--- src/rtl/hazard_stall_unit.sv ---
// -----------------------------------------------------------------------------
// hazard_stall_unit
// ID-stage hazard detector for the five-stage pipeline. The decoded source
// registers are compared against pending writes in EX and MEM, and a stall is
// produced for load-use hazards and for branches/jump-registers whose operands
// are consumed in ID. Stalls of two or more cycles are held by a small FSM.
// A saturating counter records the number of stalled cycles for debug.
//
// State table:
//   IDLE  | evaluating hazards combinationally; single-cycle stalls re-evaluate
//   STALL | holding a multi-cycle stall; inputs ignored until rem_q reaches 0
//
// Ports:
//   i_clock, i_reset       clock (rising edge), async active-low reset
//   i_valid_id             ID holds a real instruction
//   i_rs/i_rt, i_use_rs/rt ID source registers and their read enables
//   i_jmp_branch           ID instruction is a branch / jump-register
//   i_ex_*                 EX stage regwrite, load flag, destination
//   i_mem_*                MEM stage load flag, destination
//   i_flush                abort any stall
//   o_stall, o_hazard      stall request (identical)
//   o_stall_cycles         saturating count of stalled cycles (1-cycle lag)
// -----------------------------------------------------------------------------
module hazard_stall_unit #(
  parameter int NB_REG_ADDR  = 5,
  parameter int NB_STALL_CNT = 2,
  parameter int NB_PERF_CNT  = 32
) (
  input  logic                    i_clock,
  input  logic                    i_reset,
  input  logic                    i_valid_id,
  input  logic [NB_REG_ADDR-1:0]  i_rs,
  input  logic [NB_REG_ADDR-1:0]  i_rt,
  input  logic                    i_use_rs,
  input  logic                    i_use_rt,
  input  logic                    i_jmp_branch,
  input  logic                    i_ex_regwrite,
  input  logic                    i_ex_mem_read,
  input  logic [NB_REG_ADDR-1:0]  i_ex_rd,
  input  logic                    i_mem_mem_read,
  input  logic [NB_REG_ADDR-1:0]  i_mem_rd,
  input  logic                    i_flush,
  output logic                    o_stall,
  output logic                    o_hazard,
  output logic [NB_PERF_CNT-1:0]  o_stall_cycles
);

  typedef enum logic {IDLE, STALL} state_t;

  state_t                   state_q, state_d;
  logic [NB_STALL_CNT-1:0]  rem_q, rem_d;
  logic [NB_PERF_CNT-1:0]   perf_cnt_q, perf_cnt_d;
  logic [NB_STALL_CNT-1:0]  need;
  logic                     ex_match, mem_match;
  logic                     stall;

  // Register 0 is hard-wired, so a write to it can never create a hazard.
  assign ex_match  = (i_ex_rd != '0) &
                     ((i_use_rs & (i_rs == i_ex_rd)) | (i_use_rt & (i_rt == i_ex_rd)));
  assign mem_match = (i_mem_rd != '0) &
                     ((i_use_rs & (i_rs == i_mem_rd)) | (i_use_rt & (i_rt == i_mem_rd)));

  // Checks ordered from largest to smallest need, so the first hit is the max.
  // A MEM non-load is covered by forwarding and never stalls.
  always_comb begin
    need = '0;
    if (i_valid_id) begin
      if (i_ex_mem_read && ex_match) begin
        need = i_jmp_branch ? NB_STALL_CNT'(2) : NB_STALL_CNT'(1);
      end else if (i_jmp_branch &&
                   ((i_ex_regwrite && ex_match) || (i_mem_mem_read && mem_match))) begin
        need = NB_STALL_CNT'(1);
      end
    end
  end

  always_comb begin
    state_d = state_q;
    rem_d   = rem_q;
    stall   = 1'b0;
    if (i_flush) begin
      state_d = IDLE;
      rem_d   = '0;
    end else begin
      case (state_q)
        IDLE: begin
          stall = (need != '0);
          // First stall cycle is this one; rem counts the extra cycles after
          // the next, so rem == 0 in STALL means one more cycle then IDLE.
          if (need >= NB_STALL_CNT'(2)) begin
            state_d = STALL;
            rem_d   = need - NB_STALL_CNT'(2);
          end
        end
        STALL: begin
          stall = 1'b1;
          if (rem_q == '0) state_d = IDLE;
          else             rem_d   = rem_q - NB_STALL_CNT'(1);
        end
        default: begin
          state_d = IDLE;
          rem_d   = '0;
        end
      endcase
    end
  end

  always_comb begin
    perf_cnt_d = perf_cnt_q;
    if (stall && (perf_cnt_q != '1)) perf_cnt_d = perf_cnt_q + NB_PERF_CNT'(1);
  end

  always_ff @(posedge i_clock or negedge i_reset) begin
    if (!i_reset) begin
      state_q    <= IDLE;
      rem_q      <= '0;
      perf_cnt_q <= '0;
    end else begin
      state_q    <= state_d;
      rem_q      <= rem_d;
      perf_cnt_q <= perf_cnt_d;
    end
  end

  assign o_stall        = stall;
  assign o_hazard       = stall;
  assign o_stall_cycles = perf_cnt_q;

endmodule

--- config.mk ---
export PLATFORM = sky130hd
export DESIGN_NAME = hazard_stall_unit
export DESIGN_NICKNAME = d
export VERILOG_FILES = /design/src/rtl/hazard_stall_unit.sv
export SDC_FILE = /design/constraint.sdc
export NUM_CORES = 1
export LEC_CHECK = 0
export CAP_MARGIN = 20
export CORE_ASPECT_RATIO = 1.5
export CORE_UTILIZATION = 33
export CTS_CLUSTER_SIZE = 10
export DETAILED_ROUTE_END_ITERATION = 12
export REMOVE_ABC_BUFFERS = 1
export SLEW_MARGIN = 20
export SYNTH_ARGS = -nofsm -noshare
export SYNTH_HDL_FRONTEND = slang
export SYNTH_SLANG_ARGS = --single-unit
--- constraint.sdc ---
create_clock -name i_clock -period 1.9 [get_ports i_clock]
set_input_delay 0.38 -clock i_clock [delete_from_list [all_inputs] [get_ports i_clock]]
set_output_delay 0.38 -clock i_clock [all_outputs]
set_load 0.01 [all_outputs]
==> results of run 1 <==
-- metrics by stage --
stage	hold slack (ns)	cell area, µm²	instances	TNS (ns)
floorplan	0.0844	1980	192	-2.01
global placement	0.487	2980	363	-17.17
detailed placement	0.491	2980	363	-18.40
CTS	0.506	3180	376	-0.230
global route	0.537	3250	378	-0.457
finish	0.501	3250	378	0
-- cells in the mapped netlist, types with 2 or more instances --
cell type  instances
nand4b_1           2
and3_1             4
xnor2_1           48
inv_1              4
nor3_1             3
mux2_2             2
dfrtp_1           35
nand4_1           15
o22ai_1            2
nand3_1           17
nor2_1            12
buf_6              3
nand2_1           17
and3_2             2
and3_4             3
ha_1               2
nand2b_1           2
a21oi_1            5
-- placed cells by master, fill, tap and decap left out, drive strengths merged --
cell type	Yosys	layout
xnor2	48	48
buf	4	48
dfrtp	35	35
clkdlybuf4s50	0	34
clkbuf	0	23
nand3	18	18
nand2	17	17
nand4	16	16
nor2	12	12
and3	9	9
a21oi	6	6
dlygate4sd2	0	5
inv	4	4
nor3	4	4
and4	3	3
mux2	3	3
o22ai	2	2
nand4b	2	2
nand2b	2	2
clkdlybuf4s15	0	2
dlymetal6s2s	0	2
and2	2	2
ha	2	2
nor3b	1	1
nor2b	1	1
o21a	1	1
nor4	1	1
and2b	1	1
o21ai	1	1
xor2	1	1
-- how the worst min path moves through the flow --
stage / from / end / slack, ns / cells past startpoint
2_1_floorplan: i_reset / o_stall_cycles[0] / 0.08 / 0
3_3_place_gp: o_stall_cycles[14] / o_stall_cycles[14] / 0.49 / 1
3_5_place_dp: o_stall_cycles[14] / o_stall_cycles[14] / 0.49 / 1
4_1_cts: o_stall_cycles[14] / o_stall_cycles[14] / 0.51 / 1
5_1_grt: o_stall_cycles[29] / o_stall_cycles[29] / 0.54 / 1
6_report: i_reset / o_stall_cycles[2] / 0.50 / 2
-- logic make-up after synthesis --
kind of cell / Yosys count / synth area share [%]
mux: 3 / 1.67
xor+xnor: 49 / 21.2
flops: 35 / 43.3
simple gates: 89 / 26.5
compound gates: 10 / 3.28
buf+inv: 8 / 2.78
fa+ha+maj: 2 / 1.24
-- power by group through the flow --
stage / registers, mW / logic, mW / clock network (mW)
finish: 0.773 / 0.283 / 0.592
global route: 0.773 / 0.310 / 0.648
CTS: 0.772 / 0.273 / 0.609
detailed placement: 0.787 / 0.275 / 0
global placement: 0.787 / 0.273 / 0
floorplan: 0.803 / 0.0734 / 0
-- area by class of cell --
cell class,count,area (µm²),area share (%)
repair buffers,106,907,27.9
well taps,72,90.1,2.77
flip-flops and latches,35,876,26.9
inverters,4,15.0,0.462
clock buffers,8,100,3.08
multi-input cells,153,1260,38.9
-- per-layer routing --
layer	wire (µm)	track usage (%)	part of all wire, %
met1	2080	18.3	37
met2	3170	34.1	56
met3	341	4.09	6.0
met4	46	5.52	0.82
met5	0	0	0
-- what timing repair did --
action | 4_1_cts | 5_1_grt
buffers inserted | 4 | 3
gates cloned | 1 | 0
endpoints found under the setup margin | 33 | 33
gates resized for setup | 58 | 58
pin swaps | 21 | 46
-- registers in the layout (all words and copies together), names as in the netlist --
register and count:
state_q 1, rem_q 2, o_stall_cycles 32
==> summary.txt, run 1 <==
Run status
  – Outcome: complete, no violations

Synthesis
  – Top-area cell type share of the netlist area: 43.3%
  – Syn Area/Cell: 10.3 µm²
  – Synth area leader: dfrtp_1
  – Post-synthesis sequential area ratio: 43.3%
  – EDFF count, synth: 0
  – Synth unique cells: 36
  – Syn Inst Count: 196
  – Ys flop type: dfrtp_1
  – Synthesized cell area: 2020 µm²
  – Synth Register Bits: 35
  – Asr flop ratio synth: 100%
  – Ranking of synthesized cells by area: dfrtp_1 (43%), xnor2_1 (21%), nand4_1 (4.6%)
  – Synth warn: 0

Placement
  – Setup WS pre-CTS: -0.677 ns
  – HPWL after DPL: 4.02 mm
  – GPL Wtd Cong: 0.806
  – I/O Buffers: 63

Detailed routing
  – Final wirelength: 5.64 mm
  – Drt wl/cell: 14.9 µm
  – TritonRoute pass-1 iters: 4
  – Antenna Nets Post-Route: 0
  – DR vias/cell: 4.88
  – Drt first-iter violations: 21
  – Vias: 1,844
  – DRC: 0

Critical path
  – CP Launch Point: i_mem_mem_read
  – FF-to-FF End: o_stall_cycles[4]
  – Crit path DAT: 2.05 ns
  – Crit path buffers/inverters: 4
  – Startpoint class of the critical path: primary input
  – Crit path capture type: register
  – Crit Path Max Fanout: 6
  – Reg-to-reg slack, setup: 0.03 ns
  – Reg2reg start: o_stall_cycles[1]
  – Worst r2r path cells: 10
  – WP data required: 2.07 ns
  – Max incr delay on CP: 0.46 ns
  – CP cell instances: clkdlybuf4s50_1 -> nand4b_1 -> a21oi_2 -> a21oi_2 -> buf_4 -> a21oi_4 -> buf_6 -> buf_6 -> nand4_1 -> xnor2_1
  – Setup CP Type: primary input to register
  – Slowest CP cell: clkdlybuf4s50_1
  – Path length in cells of the critical path: 10
  – Family with the most delay on the worst path: buffers and inverters
  – Critical path endpoint: o_stall_cycles[4]

Clock tree
  – Max H-tree Level: 2
  – Worst-Skew Late Latency: 0.28 ns
  – CTS tree: yes
  – Worst-path clk slew: 0.07 ns
  – Clock tree sinks: 35
  – Hold_buf cts: 0
  – Clock Tree Buf Depth: 2
  – Root Buffer: clkbuf_8
  – CTS Buf Count: 5

GRT
  – Vias in the first global route: 1,928
  – Pin count of the biggest net entering global routing: 36
  – Total grt overflow: 0
  – First-pass GRT wire length: 8.76 mm
  – Initial antenna violation count: 0
  – Gr usage total: 17.9%

Floorplanning
  – Die Height: 97.9 µm
  – Die area: 6450 µm²
  – Die X: 65.9 µm
  – CORE AREA: 5870 µm²
  – Io pins: 64
  – # rows: 34
  – Initial Utilization: 34.4%

STA
  – Final setup viols: 0
  – Relative slew slack: 69.9%
  – Final hold vios: 0
  – Worst Slack Setup Final: 0.0171 ns
  – RSZ-0062 raised after global routing: true
  – Crit path time final: 1.88 ns
  – Worst slew pin tran: 0.451 ns
  – Fmax: 531 MHz
  – Period utilization: 99.1%
  – Fin Clk Skew: 0.00834 ns
  – Final Max Slew Viols: 0

Power and ir drop
  – Psw: 0.395 mW
  – Pleak: 1.43 nW
  – Design Power: 1.65 mW
  – P_int: 1.25 mW
  – Comb pwr share: 17.2%
  – Flop pwr share: 46.9%
  – Sw frac: 24.0%
  – Max VDD drop: 0.570 mV
  – PD cells: 507 nW/µm²
  – Proportion of power drawn by the clock network: 35.9%

Final layout
  – Final core utilization: 55.4%
  – Layout cell share with drive strength beyond 1: 38.6%
  – Nets: 337
  – Layout filler cell count: 551
  – Layout area overhead: 60.8%
  – Diode count: 0

Hold path
  – Worst Hold Class: primary input to async pin

Job
  – Max Cap Violations: 0
(Power assumes the default switching activity.)
==> run 2: changes to the inputs <==
--- a/config.mk
+++ b/config.mk
@@ -10,8 +10,10 @@
 export CORE_UTILIZATION = 33
 export CTS_CLUSTER_SIZE = 10
 export DETAILED_ROUTE_END_ITERATION = 12
+export PLACE_DENSITY_LB_ADDON = 0.12
 export REMOVE_ABC_BUFFERS = 1
 export SLEW_MARGIN = 20
 export SYNTH_ARGS = -nofsm -noshare
 export SYNTH_HDL_FRONTEND = slang
 export SYNTH_SLANG_ARGS = --single-unit
+export TNS_END_PERCENT = 20
==> summary.txt, run 2 (synthesis gave the netlist of run 1 again) <==
Final layout
  – Post-route cell area: 3240 µm² (-0.23%)
  – Layout area overhead: 60.5%
  – Layout cell share with drive strength beyond 1: 34.2% (-4.4 points)
  – Commonest non-fill, non-tap cell in the layout: xnor2_1
  – Layout filler cell count: 536 (-2.7%)
  – Final core utilization: 55.3% (-0.13 points)
  – Multi-input combinational cell area: 1250 µm² (-1.1%)
  – Most frequent cells in the layout: xnor2_1 (40), buf_4 (37), dfrtp_1 (35)
  – Nets: 335 (-0.59%)
  – Diode count: 0 (unchanged)
  – Largest register FFs: 32 (unchanged)
  – Final std cells w/o fill: 376 (-0.53%)
  – Sequential cell area: 876 µm² (unchanged)

STA
  – Final setup viols: 1 (+1)
  – Worst slew pin tran: 0.457 ns (+0.00593 ns)
  – Crit path time final: 1.90 ns (+0.0179 ns)
  – Final Max Slew Viols: 0 (unchanged)
  – Period utilization: 100% (+0.94 points)
  – Fin Clk Skew: 0.00795 ns (-0.000382 ns)
  – Min Hold Slack: 0.499 ns (-0.00137 ns)
  – RSZ-0062 raised after global routing: true
  – Final hold vios: 0 (unchanged)
  – Relative slew slack: 69.5% (-0.40 points)
  – Worst Slack Setup Final: -0.000806 ns (-0.0179 ns)
  – Fmax: 526 MHz (-0.94%)
  – Setup TNS: -0.000806 ns (-0.000806 ns)

Clock tree
  – CTS Buf Count: 5 (unchanged)
  – Clock Tree Buf Depth: 2 (unchanged)
  – CTS tree: yes
  – Worst-Skew Late Latency: 0.28 ns (about the same)
  – Max H-tree Level: 2 (unchanged)
  – Clock tree sinks: 35 (unchanged)
  – Hold_buf cts: 0 (unchanged)
  – Worst-path clk slew: 0.06 ns (about the same)
  – Root Buffer: clkbuf_8

Critical path
  – Critical path endpoint: o_stall_cycles[1]
  – Startpoint class of the critical path: primary input
  – Crit Path Max Fanout: 6 (unchanged)
  – Reg-to-reg slack, setup: 0.01 ns (-0.02 ns)
  – Crit path DAT: 2.06 ns (about the same)
  – FF-to-FF End: o_stall_cycles[1]
  – Reg2reg start: o_stall_cycles[25]
  – Crit path capture type: register
  – WP data required: 2.06 ns (about the same)
  – CP Launch Point: i_mem_rd[4]
  – Setup CP Type: primary input to register
  – Worst r2r path cells: 7 (-3)

Power and ir drop
  – Flop pwr share: 49.1% (+2.2 points)
  – Proportion of power drawn by the clock network: 32.5% (-3.4 points)
  – Psw: 0.389 mW (-1.4%)
  – P_int: 1.19 mW (-5.3%)
  – Comb pwr share: 18.4% (+1.2 points)
  – PD cells: 486 nW/µm² (-4.2%)
  – Pleak: 1.41 nW (-1.8%)
  – Sw frac: 24.7% (+0.75 points)
  – Max VDD drop: 0.465 mV (-18%)

Floorplanning
  – Die X: 65.9 µm (unchanged)
  – CORE AREA: 5870 µm² (unchanged)
  – Io pins: 64 (unchanged)
  – Die Height: 97.9 µm (unchanged)
  – # rows: 34 (unchanged)
  – Initial Utilization: 34.4% (unchanged)
  – Die area: 6450 µm² (unchanged)

GRT
  – First-pass GRT wire length: 8.36 mm (-4.6%)
  – Initial antenna violation count: 0 (unchanged)
  – Gr usage total: 16.9% (-0.91 points)
  – Total grt overflow: 0 (unchanged)
  – Pin count of the biggest net entering global routing: 36 (unchanged)
  – Vias in the first global route: 1,839 (-4.6%)

Job
  – Max Cap Violations: 0 (unchanged)

Detailed routing
  – TritonRoute pass-1 iters: 4 (unchanged)
  – Drt wl/cell: 13.7 µm (-7.9%)
  – Final wirelength: 5.16 mm (-8.4%)
  – Antenna Nets Post-Route: 0 (unchanged)
  – DR vias/cell: 4.82 (-1.1%)
  – Drt first-iter violations: 34 (+62%)
  – Vias: 1,814 (-1.6%)
  – DRC: 0 (unchanged)

Hold path
  – Worst Hold Class: register to register
  – Worst Min Path Start: o_stall_cycles[23]

Placement
  – I/O Buffers: 63 (unchanged)
  – HPWL after DPL: 3.74 mm (-6.9%)
  – Placement Cell Area: 2970 µm² (-0.42%)
  – GPL Wtd Cong: 0.735 (-8.8%)
  – Post-Place Cells: 363 (unchanged)

Run status
  – Outcome: finished, violations left
  – Violated checks: negative setup slack
==> run 2: layer usage <==
layer | share of wire (%) | track usage [%]
met5 | 0 | 0
met4 | 1.2 | 5.85
met3 | 5.8 | 3.74
met2 | 53 | 31.0
met1 | 40 | 18.5
==> run 2: worst max-delay path, cell delays in order <==
cell and delay (ns):
clkdlybuf4s15_1 0.22, xnor2_1 0.19, nand4_1 0.13, o22ai_2 0.20, a21oi_2 0.10, buf_4 0.15, a21oi_4 0.24, buf_6 0.16
mux2_4 0.29
==> run 2: power by group through the flow <==
stage | sequential [mW] | clock (mW) | combinational [mW]
finish | 0.773 | 0.512 | 0.290
global route | 0.775 | 0.561 | 0.317
CTS | 0.774 | 0.533 | 0.280
detailed placement | 0.788 | 0 | 0.269
global placement | 0.787 | 0 | 0.270
floorplan | 0.803 | 0 | 0.0734
==> run 2: what timing repair did <==
| item | 4_1_cts | 5_1_grt |
|---|---|---|
| setup endpoints to repair | 33 | 31 |
| cloned | 1 | 0 |
| resized for setup | 87 | 23 |
| setup buffers | 4 | 1 |
| pin swaps | 23 | 24 |
==> run 2: through the flow <==
stage	worst slack (ns)	power, mW
4_1_cts	0.000656	1.59
2_1_floorplan	-0.159	0.876
6_report	-0.000806	1.58
3_3_place_gp	-0.734	1.06
5_1_grt	-0.0537	1.65
3_5_place_dp	-0.755	1.06
==> run 2: area by class of cell <==
cell class	instances	area share [%]
sequential	35	27.0
tap	72	2.78
clock inverter	1	0.154
multi-input combinational	153	38.5
inverter	4	0.463
clock buffer	7	2.35
timing repair buffer	104	28.7
==> run 2: worst min-delay path by stage <==
stage / slack, ns / endpoint / cells past startpoint
after floorplan: 0.08 / o_stall_cycles[0] / 0
after global placement: 0.49 / o_stall_cycles[23] / 1
after detailed placement: 0.50 / o_stall_cycles[23] / 1
after CTS: 0.51 / o_stall_cycles[23] / 1
after global routing: 0.53 / o_stall_cycles[17] / 1
final: 0.50 / o_stall_cycles[23] / 1
==> run 3: changes to the inputs <==
--- a/config.mk
+++ b/config.mk
@@ -10,6 +10,7 @@
 export CORE_UTILIZATION = 33
 export CTS_CLUSTER_SIZE = 10
 export DETAILED_ROUTE_END_ITERATION = 12
+export MAX_ROUTING_LAYER = met4
 export PLACE_DENSITY_LB_ADDON = 0.12
 export REMOVE_ABC_BUFFERS = 1
 export SLEW_MARGIN = 20
==> summary.txt, run 3 (synthesis gave the netlist of run 1 again) <==
Run status
  – Outcome: finished, violations left
  – Violated checks: negative setup slack

Final layout
  – Post-route cell area: 3240 µm² (unchanged)
  – Layout cell share with drive strength beyond 1: 34.2% (unchanged)
  – Layout filler cell count: 536 (unchanged)
  – Layout area overhead: 60.5% (unchanged)
  – Nets: 335 (unchanged)
  – Commonest non-fill, non-tap cell in the layout: xnor2_1
  – Most frequent cells in the layout: xnor2_1 (40), buf_4 (37), dfrtp_1 (35)
  – Final std cells w/o fill: 376 (unchanged)
  – Largest register FFs: 32 (unchanged)
  – Diode count: 0 (unchanged)

STA
  – Period utilization: 100% (+0.28 points)
  – Final Max Slew Viols: 0 (unchanged)
  – Fmax: 525 MHz (-0.28%)
  – Final setup viols: 3 (+2)
  – Relative slew slack: 69.5% (about the same)
  – Worst Slack Setup Final: -0.00614 ns (-0.00534 ns)
  – Worst slew pin tran: 0.458 ns (+0.000427 ns)
  – RSZ-0062 raised after global routing: true
  – Final hold vios: 0 (unchanged)
  – Fin Clk Skew: 0.00798 ns (+0.0000284 ns)
  – Crit path time final: 1.91 ns (+0.00534 ns)
  – Min Hold Slack: 0.499 ns (-0.0000560 ns)

GRT
  – Total grt overflow: 0 (unchanged)
  – Initial antenna violation count: 0 (unchanged)
  – Vias in the first global route: 1,836 (-0.16%)
  – Pin count of the biggest net entering global routing: 36 (unchanged)
  – First-pass GRT wire length: 8.36 mm (about the same)
  – Gr usage total: 17.4% (+0.50 points)

Power and ir drop
  – PD cells: 486 nW/µm² (about the same)
  – Psw: 0.390 mW (about the same)
  – P_int: 1.19 mW (about the same)
  – Sw frac: 24.7% (about the same)
  – Proportion of power drawn by the clock network: 32.5% (about the same)
  – Comb pwr share: 18.4% (about the same)
  – Max VDD drop: 0.464 mV (about the same)
  – Pleak: 1.41 nW (unchanged)
  – Flop pwr share: 49.1% (about the same)

Critical path
  – WP data required: 2.07 ns (about the same)
  – Crit Path Max Fanout: 5 (-1)
  – Crit path capture type: register
  – Slowest CP cell: mux2_1
  – Startpoint class of the critical path: primary input
  – Path length in cells of the critical path: 9 (unchanged)
  – Setup CP Type: primary input to register
  – Family with the most delay on the worst path: buffers and inverters
  – Crit path DAT: 2.07 ns (about the same)
  – Crit path buffers/inverters: 3 (unchanged)
  – Worst r2r path cells: 7 (unchanged)
  – Reg-to-reg slack, setup: 0.01 ns (about the same)
  – Max incr delay on CP: 0.32 ns (+0.03 ns)
  – CP cell instances: dlygate4sd2_1 -> nor3_1 -> a21oi_2 -> a21oi_2 -> nand2_4 -> buf_4 -> buf_4 -> nand4_1 -> mux2_1

Floorplanning
  – Io pins: 64 (unchanged)
  – # rows: 34 (unchanged)
  – CORE AREA: 5870 µm² (unchanged)
  – Die X: 65.9 µm (unchanged)
  – Die area: 6450 µm² (unchanged)
  – Initial Utilization: 34.4% (unchanged)
  – Die Height: 97.9 µm (unchanged)

Detailed routing
  – Vias: 1,811 (-0.17%)
  – Drt first-iter violations: 26 (-24%)
  – Final wirelength: 5.17 mm (+0.19%)
  – TritonRoute pass-1 iters: 4 (unchanged)
  – Drt wl/cell: 13.8 µm (+0.19%)
  – DR vias/cell: 4.82 (-0.17%)
  – DRC: 0 (unchanged)
  – Antenna Nets Post-Route: 0 (unchanged)

Clock tree
  – Max H-tree Level: 2 (unchanged)
  – Root Buffer: clkbuf_8
  – CTS Buf Count: 5 (unchanged)
  – Worst-Skew Late Latency: 0.28 ns (about the same)
  – CTS tree: yes
  – Hold_buf cts: 0 (unchanged)
  – Clock tree sinks: 35 (unchanged)
  – Worst-path clk slew: 0.07 ns (about the same)
  – Clock Tree Buf Depth: 2 (unchanged)

Hold path
  – Worst Hold Class: register to register
  – Hold depth: 1 (unchanged)

Placement
  – GPL Wtd Cong: 0.744 (+1.2%)
  – I/O Buffers: 63 (unchanged)
  – HPWL after DPL: 3.74 mm (unchanged)
  – Placement Cell Area: 2970 µm² (unchanged)
  – Post-Place Cells: 363 (unchanged)

Job
  – Max Cap Violations: 0 (unchanged)
## run 3: cell counts in the layout (fill, tap and decap cells not counted)
Identical to the previous run, type by type.
## run 3: area by class of cell
cell class / instances / area, µm² / share of cell area, %
Clock buffer: 7 / 76.3 / 2.35
Sequential cell: 35 / 876 / 27.0
Tap cell: 72 / 90.1 / 2.78
Clock inverter: 1 / 5.00 / 0.154
Timing Repair Buffer: 104 / 932 / 28.7
Multi-Input combinational cell: 153 / 1250 / 38.5
Inverter: 4 / 15.0 / 0.463
## run 3: metal layers
layer  global-route usage (%)  up-vias  wire length [µm]
li1                         -      895                 -
met1                     18.9      851              2110
met2                     30.9       60              2710
met3                     3.15        5               286
met4                     5.85        0                63
met5                        -        -                 0
## run 3: final timing paths
path,startpoint,to
max,i_mem_rd[0],o_stall_cycles[31]
min,o_stall_cycles[23],o_stall_cycles[23]
max reg2reg,o_stall_cycles[25],o_stall_cycles[1]
min reg2reg,o_stall_cycles[23],o_stall_cycles[23]
max in group asynchronous,i_reset,state_q
min in group asynchronous,i_reset,o_stall_cycles[29]
## run 3: per-stage QoR
step	power, mW	TNS, ns	utilization [%]	setup WS (ns)
after floorplan	0.876	-2.01	-	-0.159
after global placement	1.06	-18.51	50.6	-0.734
after detailed placement	1.06	-18.53	50.6	-0.755
after CTS	1.59	0	55.0	0.000656
after global routing	1.65	-0.326	55.3	-0.0537
final	1.58	-0.00983	55.3	-0.00614
## run 3: power by group through the flow
stage               Sequential [mW]  Clock [mW]  Combinational, mW
floorplan                     0.803           0             0.0734
global placement              0.787           0              0.270
detailed placement            0.788           0              0.269
CTS                           0.774       0.533              0.280
global route                  0.775       0.561              0.317
finish                        0.773       0.512              0.290
## run 3: what timing repair did
item,CTS,global route
gates cloned,1,0
setup endpoints to repair,33,31
pin swaps,23,24
buffers inserted,4,1
resized for setup,87,23
